<file path="src/rtl/march_bist_ctrl_if.sv">
// march_bist_ctrl_if
// Bundles the BIST controller's RAM-side bus and its test handshake/result
// signals so the controller and whatever sits around it share one port.
//
// Signals
//   start      begin a test run (driven by the integrator / bench)
//   ram_q      RAM read data returned to the controller
//   ram_addr   RAM address driven by the controller
//   ram_data   RAM write data driven by the controller
//   ram_we     RAM write enable driven by the controller
//   busy       test in progress
//   done       test finished, held until the next accepted start
//   pass       valid while done: 1 = no mismatch seen
//   fail_elem  march element (1..5) of the first mismatch
//   fail_addr  address of the first mismatch
//   fail_exp   expected word at the first mismatch
//   fail_act   observed word at the first mismatch
//
// Modports
//   master  the BIST controller side
//   slave   the RAM / integrator side
interface march_bist_ctrl_if #(
    parameter int addr_width = 6,
    parameter int data_width = 8
);
    logic                  start;
    logic [data_width-1:0] ram_q;
    logic [addr_width-1:0] ram_addr;
    logic [data_width-1:0] ram_data;
    logic                  ram_we;
    logic                  busy;
    logic                  done;
    logic                  pass;
    logic [2:0]            fail_elem;
    logic [addr_width-1:0] fail_addr;
    logic [data_width-1:0] fail_exp;
    logic [data_width-1:0] fail_act;

    modport master (
        input  start, ram_q,
        output ram_addr, ram_data, ram_we,
        output busy, done, pass, fail_elem, fail_addr, fail_exp, fail_act
    );

    modport slave (
        output start, ram_q,
        input  ram_addr, ram_data, ram_we,
        input  busy, done, pass, fail_elem, fail_addr, fail_exp, fail_act
    );
endinterface

</file>
<file path="src/rtl/march_bist_ctrl.sv">
// march_bist_ctrl
// March C- built-in self-test sequencer for a single-port RAM. It drives the
// RAM's addr/data/we directly, checks the RAM's q output, and reports
// pass/fail together with the element, address, expected and actual data of
// the first mismatch. The first mismatch aborts the run.
//
// Ports
//   clk    rising-edge clock, shared with the RAM
//   rst_n  asynchronous, active-low reset
//   bus    march_bist_ctrl_if.master: start, ram_q in; ram_addr, ram_data,
//          ram_we, busy, done, pass, fail_elem/addr/exp/act out
//
// Sequence (10*depth+1 busy cycles in total)
//   M0 up   w0        1 cycle per address
//   M1 up   r0,w1     2 cycles per address (A: read, B: compare + write)
//   M2 up   r1,w0
//   M3 down r0,w1
//   M4 down r1,w0
//   M5 up   r0        pipelined 1 cycle per address, plus one compare-only cycle
module march_bist_ctrl #(
    parameter int addr_width = 6,
    parameter int data_width = 8,
    parameter int depth      = 64
) (
    input  logic                clk,
    input  logic                rst_n,
    march_bist_ctrl_if.master   bus
);

    typedef enum logic [2:0] {IDLE, M0, M1, M2, M3, M4, M5, DONE} state_t;

    localparam logic [addr_width-1:0] last_addr = addr_width'(depth - 1);

    state_t                state, next_state, succ;
    logic [addr_width-1:0] addr, next_addr;
    logic                  phase, next_phase;

    logic [addr_width-1:0] ram_addr_c, cmp_addr;
    logic [data_width-1:0] ram_data_c, exp_word;
    logic                  ram_we_c, check, mismatch, up_dir, read_ones;
    logic [2:0]            elem_num;

    logic                  pass_r;
    logic [2:0]            fail_elem_r;
    logic [addr_width-1:0] fail_addr_r;
    logic [data_width-1:0] fail_exp_r, fail_act_r;

    // State register: current march element, current address and the
    // sub-cycle flag. In M1..M4 phase selects cycle A (read) or B (compare +
    // write); in M5 phase marks the trailing compare-only cycle.
    always_ff @(posedge clk or negedge rst_n) begin
        if (!rst_n) begin
            state <= IDLE;
            addr  <= '0;
            phase <= 1'b0;
        end else begin
            state <= next_state;
            addr  <= next_addr;
            phase <= next_phase;
        end
    end

    // Next-state and RAM-side outputs. The RAM only latches addr when we=0, so
    // a read issued in one cycle is compared in the following one; in M5 the
    // word compared therefore belongs to the previous address.
    always_comb begin
        next_state = state;
        next_addr  = addr;
        next_phase = phase;
        ram_addr_c = addr;
        ram_data_c = '0;
        ram_we_c   = 1'b0;
        exp_word   = '0;
        check      = 1'b0;
        cmp_addr   = addr;
        elem_num   = 3'd0;
        up_dir     = 1'b1;
        read_ones  = 1'b0;
        succ       = DONE;

        case (state)
            IDLE, DONE: begin
                ram_addr_c = '0;
                if (bus.start) begin
                    next_state = M0;
                    next_addr  = '0;
                    next_phase = 1'b0;
                end
            end
            M0: begin
                ram_we_c = 1'b1;
                if (addr == last_addr) begin
                    next_state = M1;
                    next_addr  = '0;
                end else begin
                    next_addr = addr + 1'b1;
                end
            end
            M1, M2, M3, M4: begin
                up_dir     = (state == M1) || (state == M2);
                read_ones  = (state == M2) || (state == M4);
                exp_word   = read_ones ? '1 : '0;
                ram_data_c = ~exp_word;
                ram_we_c   = phase;
                check      = phase;
                elem_num   = (state == M1) ? 3'd1 : (state == M2) ? 3'd2 :
                             (state == M3) ? 3'd3 : 3'd4;
                succ       = (state == M1) ? M2 : (state == M2) ? M3 :
                             (state == M3) ? M4 : M5;
                if (!phase) begin
                    next_phase = 1'b1;
                end else begin
                    next_phase = 1'b0;
                    if (up_dir ? (addr == last_addr) : (addr == '0)) begin
                        next_state = succ;
                        // M3 and M4 run downwards, so they start at the top.
                        next_addr  = (succ == M3 || succ == M4) ? last_addr : '0;
                    end else begin
                        next_addr = up_dir ? addr + 1'b1 : addr - 1'b1;
                    end
                end
            end
            M5: begin
                elem_num = 3'd5;
                check    = phase || (addr != '0);
                cmp_addr = phase ? addr : addr - 1'b1;
                if (phase) begin
                    next_state = DONE;
                end else if (addr == last_addr) begin
                    next_phase = 1'b1;
                end else begin
                    next_addr = addr + 1'b1;
                end
            end
            default: begin
                next_state = IDLE;
            end
        endcase

        mismatch = check && (bus.ram_q != exp_word);
        if (mismatch) begin
            next_state = DONE;
        end
    end

    // Result registers: cleared when a run is accepted, loaded with the first
    // mismatch (which also ends the run), and pass set only when M5's final
    // compare completes cleanly.
    always_ff @(posedge clk or negedge rst_n) begin
        if (!rst_n) begin
            pass_r      <= 1'b0;
            fail_elem_r <= '0;
            fail_addr_r <= '0;
            fail_exp_r  <= '0;
            fail_act_r  <= '0;
        end else if ((state == IDLE || state == DONE) && bus.start) begin
            pass_r      <= 1'b0;
            fail_elem_r <= '0;
            fail_addr_r <= '0;
            fail_exp_r  <= '0;
            fail_act_r  <= '0;
        end else if (mismatch) begin
            pass_r      <= 1'b0;
            fail_elem_r <= elem_num;
            fail_addr_r <= cmp_addr;
            fail_exp_r  <= exp_word;
            fail_act_r  <= bus.ram_q;
        end else if (state == M5 && phase) begin
            pass_r <= 1'b1;
        end
    end

    assign bus.ram_addr  = ram_addr_c;
    assign bus.ram_data  = ram_data_c;
    assign bus.ram_we    = ram_we_c;
    assign bus.busy      = (state != IDLE) && (state != DONE);
    assign bus.done      = (state == DONE);
    assign bus.pass      = pass_r;
    assign bus.fail_elem = fail_elem_r;
    assign bus.fail_addr = fail_addr_r;
    assign bus.fail_exp  = fail_exp_r;
    assign bus.fail_act  = fail_act_r;

endmodule
</file>
<file path="src/flat_wrapper.sv">
// flat-port wrapper written by rule: the top's interface ports become plain ports
module march_bist_ctrl_flat 
#(
    parameter int addr_width = 6,
    parameter int data_width = 8,
    parameter int depth      = 64
)
  (clk, rst_n, bus_start, bus_ram_q, bus_ram_addr, bus_ram_data, bus_ram_we, bus_busy, bus_done, bus_pass, bus_fail_elem, bus_fail_addr, bus_fail_exp, bus_fail_act);
  march_bist_ctrl_if #(.addr_width(addr_width), .data_width(data_width)) bus_i ();
  input  logic clk;
  input  logic rst_n;
  input wire logic [$bits(bus_i.start)-1:0] bus_start;
  input wire logic [$bits(bus_i.ram_q)-1:0] bus_ram_q;
  output wire logic [$bits(bus_i.ram_addr)-1:0] bus_ram_addr;
  output wire logic [$bits(bus_i.ram_data)-1:0] bus_ram_data;
  output wire logic [$bits(bus_i.ram_we)-1:0] bus_ram_we;
  output wire logic [$bits(bus_i.busy)-1:0] bus_busy;
  output wire logic [$bits(bus_i.done)-1:0] bus_done;
  output wire logic [$bits(bus_i.pass)-1:0] bus_pass;
  output wire logic [$bits(bus_i.fail_elem)-1:0] bus_fail_elem;
  output wire logic [$bits(bus_i.fail_addr)-1:0] bus_fail_addr;
  output wire logic [$bits(bus_i.fail_exp)-1:0] bus_fail_exp;
  output wire logic [$bits(bus_i.fail_act)-1:0] bus_fail_act;
  assign bus_i.start = bus_start;
  assign bus_i.ram_q = bus_ram_q;
  assign bus_ram_addr = bus_i.ram_addr;
  assign bus_ram_data = bus_i.ram_data;
  assign bus_ram_we = bus_i.ram_we;
  assign bus_busy = bus_i.busy;
  assign bus_done = bus_i.done;
  assign bus_pass = bus_i.pass;
  assign bus_fail_elem = bus_i.fail_elem;
  assign bus_fail_addr = bus_i.fail_addr;
  assign bus_fail_exp = bus_i.fail_exp;
  assign bus_fail_act = bus_i.fail_act;
  march_bist_ctrl #(.addr_width(addr_width), .data_width(data_width), .depth(depth)) u_core (.clk(clk), .rst_n(rst_n), .bus(bus_i));
endmodule
</file>
<file path="config.mk">
export PLATFORM = sky130hd
export DESIGN_NAME = march_bist_ctrl_flat
export DESIGN_NICKNAME = d
export VERILOG_FILES = /design/src/rtl/march_bist_ctrl_if.sv /design/src/rtl/march_bist_ctrl.sv /design/src/flat_wrapper.sv
export SDC_FILE = /design/constraint.sdc
export NUM_CORES = 1
export LEC_CHECK = 0
export ABC_AREA = 0
export BUFFER_PORTS_ARGS = -buffer_cell sky130_fd_sc_hd__clkbuf_2
export CAP_MARGIN = 20
export CORE_MARGIN = 10
export CORE_UTILIZATION = 55
export DETAILED_ROUTE_END_ITERATION = 12
export MAX_ROUTING_LAYER = met4
export PLACE_DENSITY = 0.9
export SYNTH_ARGS = -nofsm -noshare
export SYNTH_HDL_FRONTEND = slang
export SYNTH_SLANG_ARGS = --single-unit
export TNS_END_PERCENT = 30
</file>
<file path="constraint.sdc">
create_clock -name clk -period 2.7 [get_ports clk]
set_clock_uncertainty 0.05 [all_clocks]
set_input_delay 0.675 -clock clk [delete_from_list [all_inputs] [get_ports clk]]
set_output_delay 0.675 -clock clk [all_outputs]
set_load 0.1 [all_outputs]
</file>
# After elaboration in Yosys (flattened, before gate mapping)
# Cells that the tools add are included.
# word_totals
elab_cells	101
out_inout_bits	43
input_bits	11
regBits	36
# classes
n_reduce_logical	21
n_addsub	2
n_bitwise	1
muxes	48
n_eq_ne	21
# op_table
cell	count
2-to-1 mux 6 bit	13
2-to-1 mux 8 bit	7
2-to-1 mux 3 bit	13
one-hot mux 6 bit (4 select lines)	1
equality test 3 bit (second input constant)	6
!= test 3 x 1 -> 1 bit (second input constant)	4
one-hot mux 3 bit (4 select lines)	1
nonzero test 3 bit	3
2-to-1 mux 1 bit	8
!= test 8 bit	1
NOT 8 bit	1
adder 6 x 1 -> 6 bit (second input constant)	1
equality test 3 x 2 -> 1 bit (second input constant)	2
equality test 6 bit (second input constant)	1
zero test 6 bit	1
!= test 2 bit (second input constant)	3
one-hot mux 3 bit (2 select lines)	1
nonzero test 6 bit	1
subtractor 6 x 1 -> 6 bit (second input constant)	1
logical OR 1 bit	5
AND reduction 5 bit	1
logical AND 1 bit	4
one-hot mux 1 bit (2 select lines)	2
AND reduction 4 bit	1
11 further kinds	11

# Depth between registers and ports, before layout
# logic_depth
depth_word	10
mapped_depth	10
ltp_nobuf	7

# Worst setup path before layout
# OpenSTA, ideal clock, no wires.
# synth_path
path_kind	reg2out
startpoint	reg u_core.state[0]
endpoint	out bus_ram_addr[2]
path_buffers	1
stages_incl_launch_ff	6
required_time_ns	1.975
slack_ns	-1.989
t_arrival_ns	3.964
path_cell_list	dfrtp_1 > clkbuf_1 > nand2_1 > nor2_1 > nor2_1 > and2_1
# synth_between
elab_chain_len	3
elab_cells_between_ends	4
cone_classes	1 x eq/ne; 1 x mux; 2 x reduce/logical
# synth_lines
element	line_no	rtl
from (decl)	march_bist_ctrl.sv:34	state_t state, next_state, succ;
from (signal assigned)	march_bist_ctrl.sv:57	state <= next_state;
equality test 3 bit	n/a	
net bus_done	flat_wrapper.sv:18	output wire logic [$bits(bus_i.done)-1:0] bus_done;
OR reduction 2 bit	march_bist_ctrl.sv:81	case (state)
2-to-1 mux 6 bit	march_bist_ctrl.sv:81	
to (decl)	flat_wrapper.sv:14	output wire logic [$bits(bus_i.ram_addr)-1:0] bus_ram_addr;
# The timed path passes the listed nets, and every way through them passes these cells.

# Worst setup path after layout
# layout_path
startpoint	reg u_core.state[2]
endpoint	out bus_ram_addr[2]
# layout_between
elab_chain_len	3
elab_cells_between_ends	4
cone_classes	1 x eq/ne; 1 x mux; 2 x reduce/logical
# layout_lines
element	line_no
equality test 3 bit or zero test 3 bit (tied branches)	march_bist_ctrl.sv:81
OR reduction 2 bit (*)	march_bist_ctrl.sv:81
2-to-1 mux 6 bit (*)	march_bist_ctrl.sv:81
# Mark *: on every way between the ends. The rest lies on a longest branch, timed or not.

==> results by group <==
Floorplanning
  – Initial Utilization: 56.1%
  – Ports: 54
  – Die W: 86.2 microns
  – Total core area: 0.00429 sq mm
  – Total Die Area: 0.00743 sq mm
  – Row count: 24
  – Die Ht: 86.2 microns

Setup path
  – Worst Path Max Fanout: 11
  – Cell family with most CP delay: simple AND/OR/NAND/NOR gates
  – Critical path data arrival time: 1.90 ns
  – Reg2Reg Launch Point: u_core.addr[1]
  – Critical path class: flip-flop to primary output
  – FF-to-FF setup slack: 0.21 ns
  – Cell-by-cell trace of the critical path: clkinv_2, nor2_4, nor2_4, and2_2, buf_12
  – WP buf/inv: 2
  – Worst R2R Path Depth: 7
  – Slowest CP cell: dfrtp_1
  – Worst Path Required: 1.98 ns
  – CP Capture Type: primary output
  – CP max stage delay: 0.58 ns
  – Setup crit start kind: flip-flop
  – Most common cell type on the critical path: nor2_4
  – Crit Reg-Reg Endpoint: u_core.bus.fail_elem[2]

Global route
  – Initial antenna violation count: 0
  – Gr usage total: 19.8%
  – First-pass GRT wire length: 11.9 mm
  – Vias in the first global route: 2409
  – Gr ovfl total: 0
  – Largest net degree at the start of global routing: 33

Logic synthesis
  – Post-synth EDFFs: 0
  – Yosys top cell area share: 30.1%
  – Sequential area share after synthesis: 30.1%
  – Post-synthesis net count: 307
  – Count leader, synth: nor2_1
  – Netlist Area Pre-Place: 0.00241 sq mm
  – Yosys warnings: 0
  – FFs w/ async S/R, synth: 100%
  – Mapped Cells: 293
  – Main flop type after synthesis: dfrtp_1
  – Area leader, netlist: dfrtp_1
  – Distinct cells, synth: 62
  – Synth top area cells: dfrtp_1 30%, buf_4 5.9%, nor2_1 5.4%, mux2i_1 4.6%, nand2_1 3.9%
  – Avg Cell Area, Syn: 8.23 sq um
  – #FFs+latches synth: 29
  – Synth top cells by count: 35 x nor2_1, 29 x dfrtp_1, 25 x nand2_1

Route
  – DRT met1 WL: 2.78 mm
  – Vias: 2488
  – DR WL met3: 834 microns
  – Top layer in use: met4
  – Wire length per cell: 19.1 microns
  – Vias/cell: 6.56
  – DR iter-0 viols: 444
  – Routed Antenna Nets: 0
  – Final wirelength: 7.23 mm
  – Met2 wire length: 3.32 mm
  – Post-route DRC violation count: 0
  – DR pass1 iterations: 6

Placement
  – Worst slack, placed: 0.206 ns
  – Routability cong.: 1.07
  – Buffers on Ports: 53
  – DP Area: 0.00286 sq mm
  – Hpwl dp: 5.16 mm

Timing
  – WHS: 0.397 ns
  – Final setup vio count: 0
  – RSZ-0062 raised after global routing: no
  – Peak Freq: 381 MHz
  – Slew Viols, Final: 0
  – Final Cycle Share: 97.1%
  – Final hold vios: 0
  – Crit path time final: 2.62 ns
  – Least-Margin Pin Slew: 0.788 ns
  – Final WS setup: 0.0788 ns
  – Relative max-transition margin: 47.5%

Clock network
  – Clock Tree Buf Depth: 2
  – Setup Fix Bufs, Post-CTS: 0
  – Root buffer cell: clkbuf_8
  – H-tree levels: 2
  – Clock net sink count: 29
  – Later-pin clock latency in the skew report: 0.30 ns
  – CTS tree: built
  – Post_cts resized: 1
  – Reg clk slew, reported paths: 0.08 ns
  – Cts-stage hold buffer count: 0
  – CTS Buf Count: 5

Layout
  – Post-route cell area: 0.00295 sq mm
  – Synth-to-layout area growth: 22.5%
  – Antenna cells: 0
  – Final nets: 340
  – Filler cell count: 302
  – Fraction of layout instances using a drive strength above 1: 30.3%
  – Fin util: 68.8%

Worst hold path
  – Min-Delay Path Class: input port to async pin

Status
  – Outcome: complete, no violations

Job
  – Max-cap violation count: 0
[how the worst max path moves through the flow]
stage	start	to	depth (start not counted)
global placement	u_core.addr[0]	u_core.bus.fail_elem[2]	7
CTS	u_core.state[2]	bus_ram_addr[2]	4
floorplan	u_core.state[1]	bus_ram_addr[0]	5
finish	u_core.state[2]	bus_ram_addr[2]	5
global route	u_core.state[2]	bus_ram_addr[2]	5
detailed placement	u_core.addr[0]	u_core.bus.fail_elem[2]	7
[final cells by class]
type                    instances  area [sq um]  area share (%)
inverters                       7          30.0            1.02
repair buffers                 65           611            20.7
flip-flops and latches         29           727            24.6
multi-input cells             218          1430            48.6
clock buffers                   5          68.8            2.33
well taps                      52          65.1            2.20
clock inverters                 3          17.5           0.593
[sequential cells by signal, summed over array words and instances (netlist names)]
register,flops
u_core.phase,1
u_core.bus.fail_addr,6
u_core.bus.pass,1
u_core.bus.fail_act,8
u_core.bus.fail_elem,3
u_core.addr,6
u_core.state,3
u_core.bus.fail_exp,1
[through the flow]
| step | instances | TNS, ns |
|---|---|---|
| after CTS | 379 | 0 |
| final | 379 | 0 |
| after global placement | 371 | 0 |
| after floorplan | 293 | -1.33 |
| after detailed placement | 371 | 0 |
| after global routing | 379 | 0 |
[routing by layer]
metal,vias to the layer above,track usage [%]
met5,-,-
met4,0,7.66
met3,48,6.00
met2,196,31.1
met1,1136,23.3
li1,1108,-
[kinds of logic after synthesis]
kind of cell / after synthesis / share of synthesized area [%]
simple gates: 125 / 26.4
compound gates: 70 / 22.0
buf+inv: 46 / 12.1
flops: 29 / 30.1
mux: 11 / 4.57
xor+xnor: 9 / 3.27
fa+ha+maj: 3 / 1.56
[worst register-to-register path: cells and delay by family (launching register included)]
family | cells | cell delay (ns)
multiplexers | 1 | 0.25
AO/OA/AOI/OAI | 3 | 1.13
buffers and inverters | 1 | 0.14
AND/OR/NAND/NOR | 1 | 0.16
adder cells (fa/ha/maj) | 1 | 0.24
flip-flops | 1 | 0.47
[placed cells by master (no fill, tap or decap), types with 8 or more instances in the layout]
master / netlist / final
nand2_1: 25 / 25
buf_4: 19 / 12
o21ai_0: 9 / 8
clkbuf_2: 0 / 36
buf_12: 0 / 17
dfrtp_1: 29 / 28
mux2i_1: 11 / 11
a21oi_1: 13 / 13
nand3_1: 14 / 14
nor2_1: 35 / 33
Power is not shown: default switching activity piles up to over one toggle a cycle in this logic, so the estimate is an artifact.
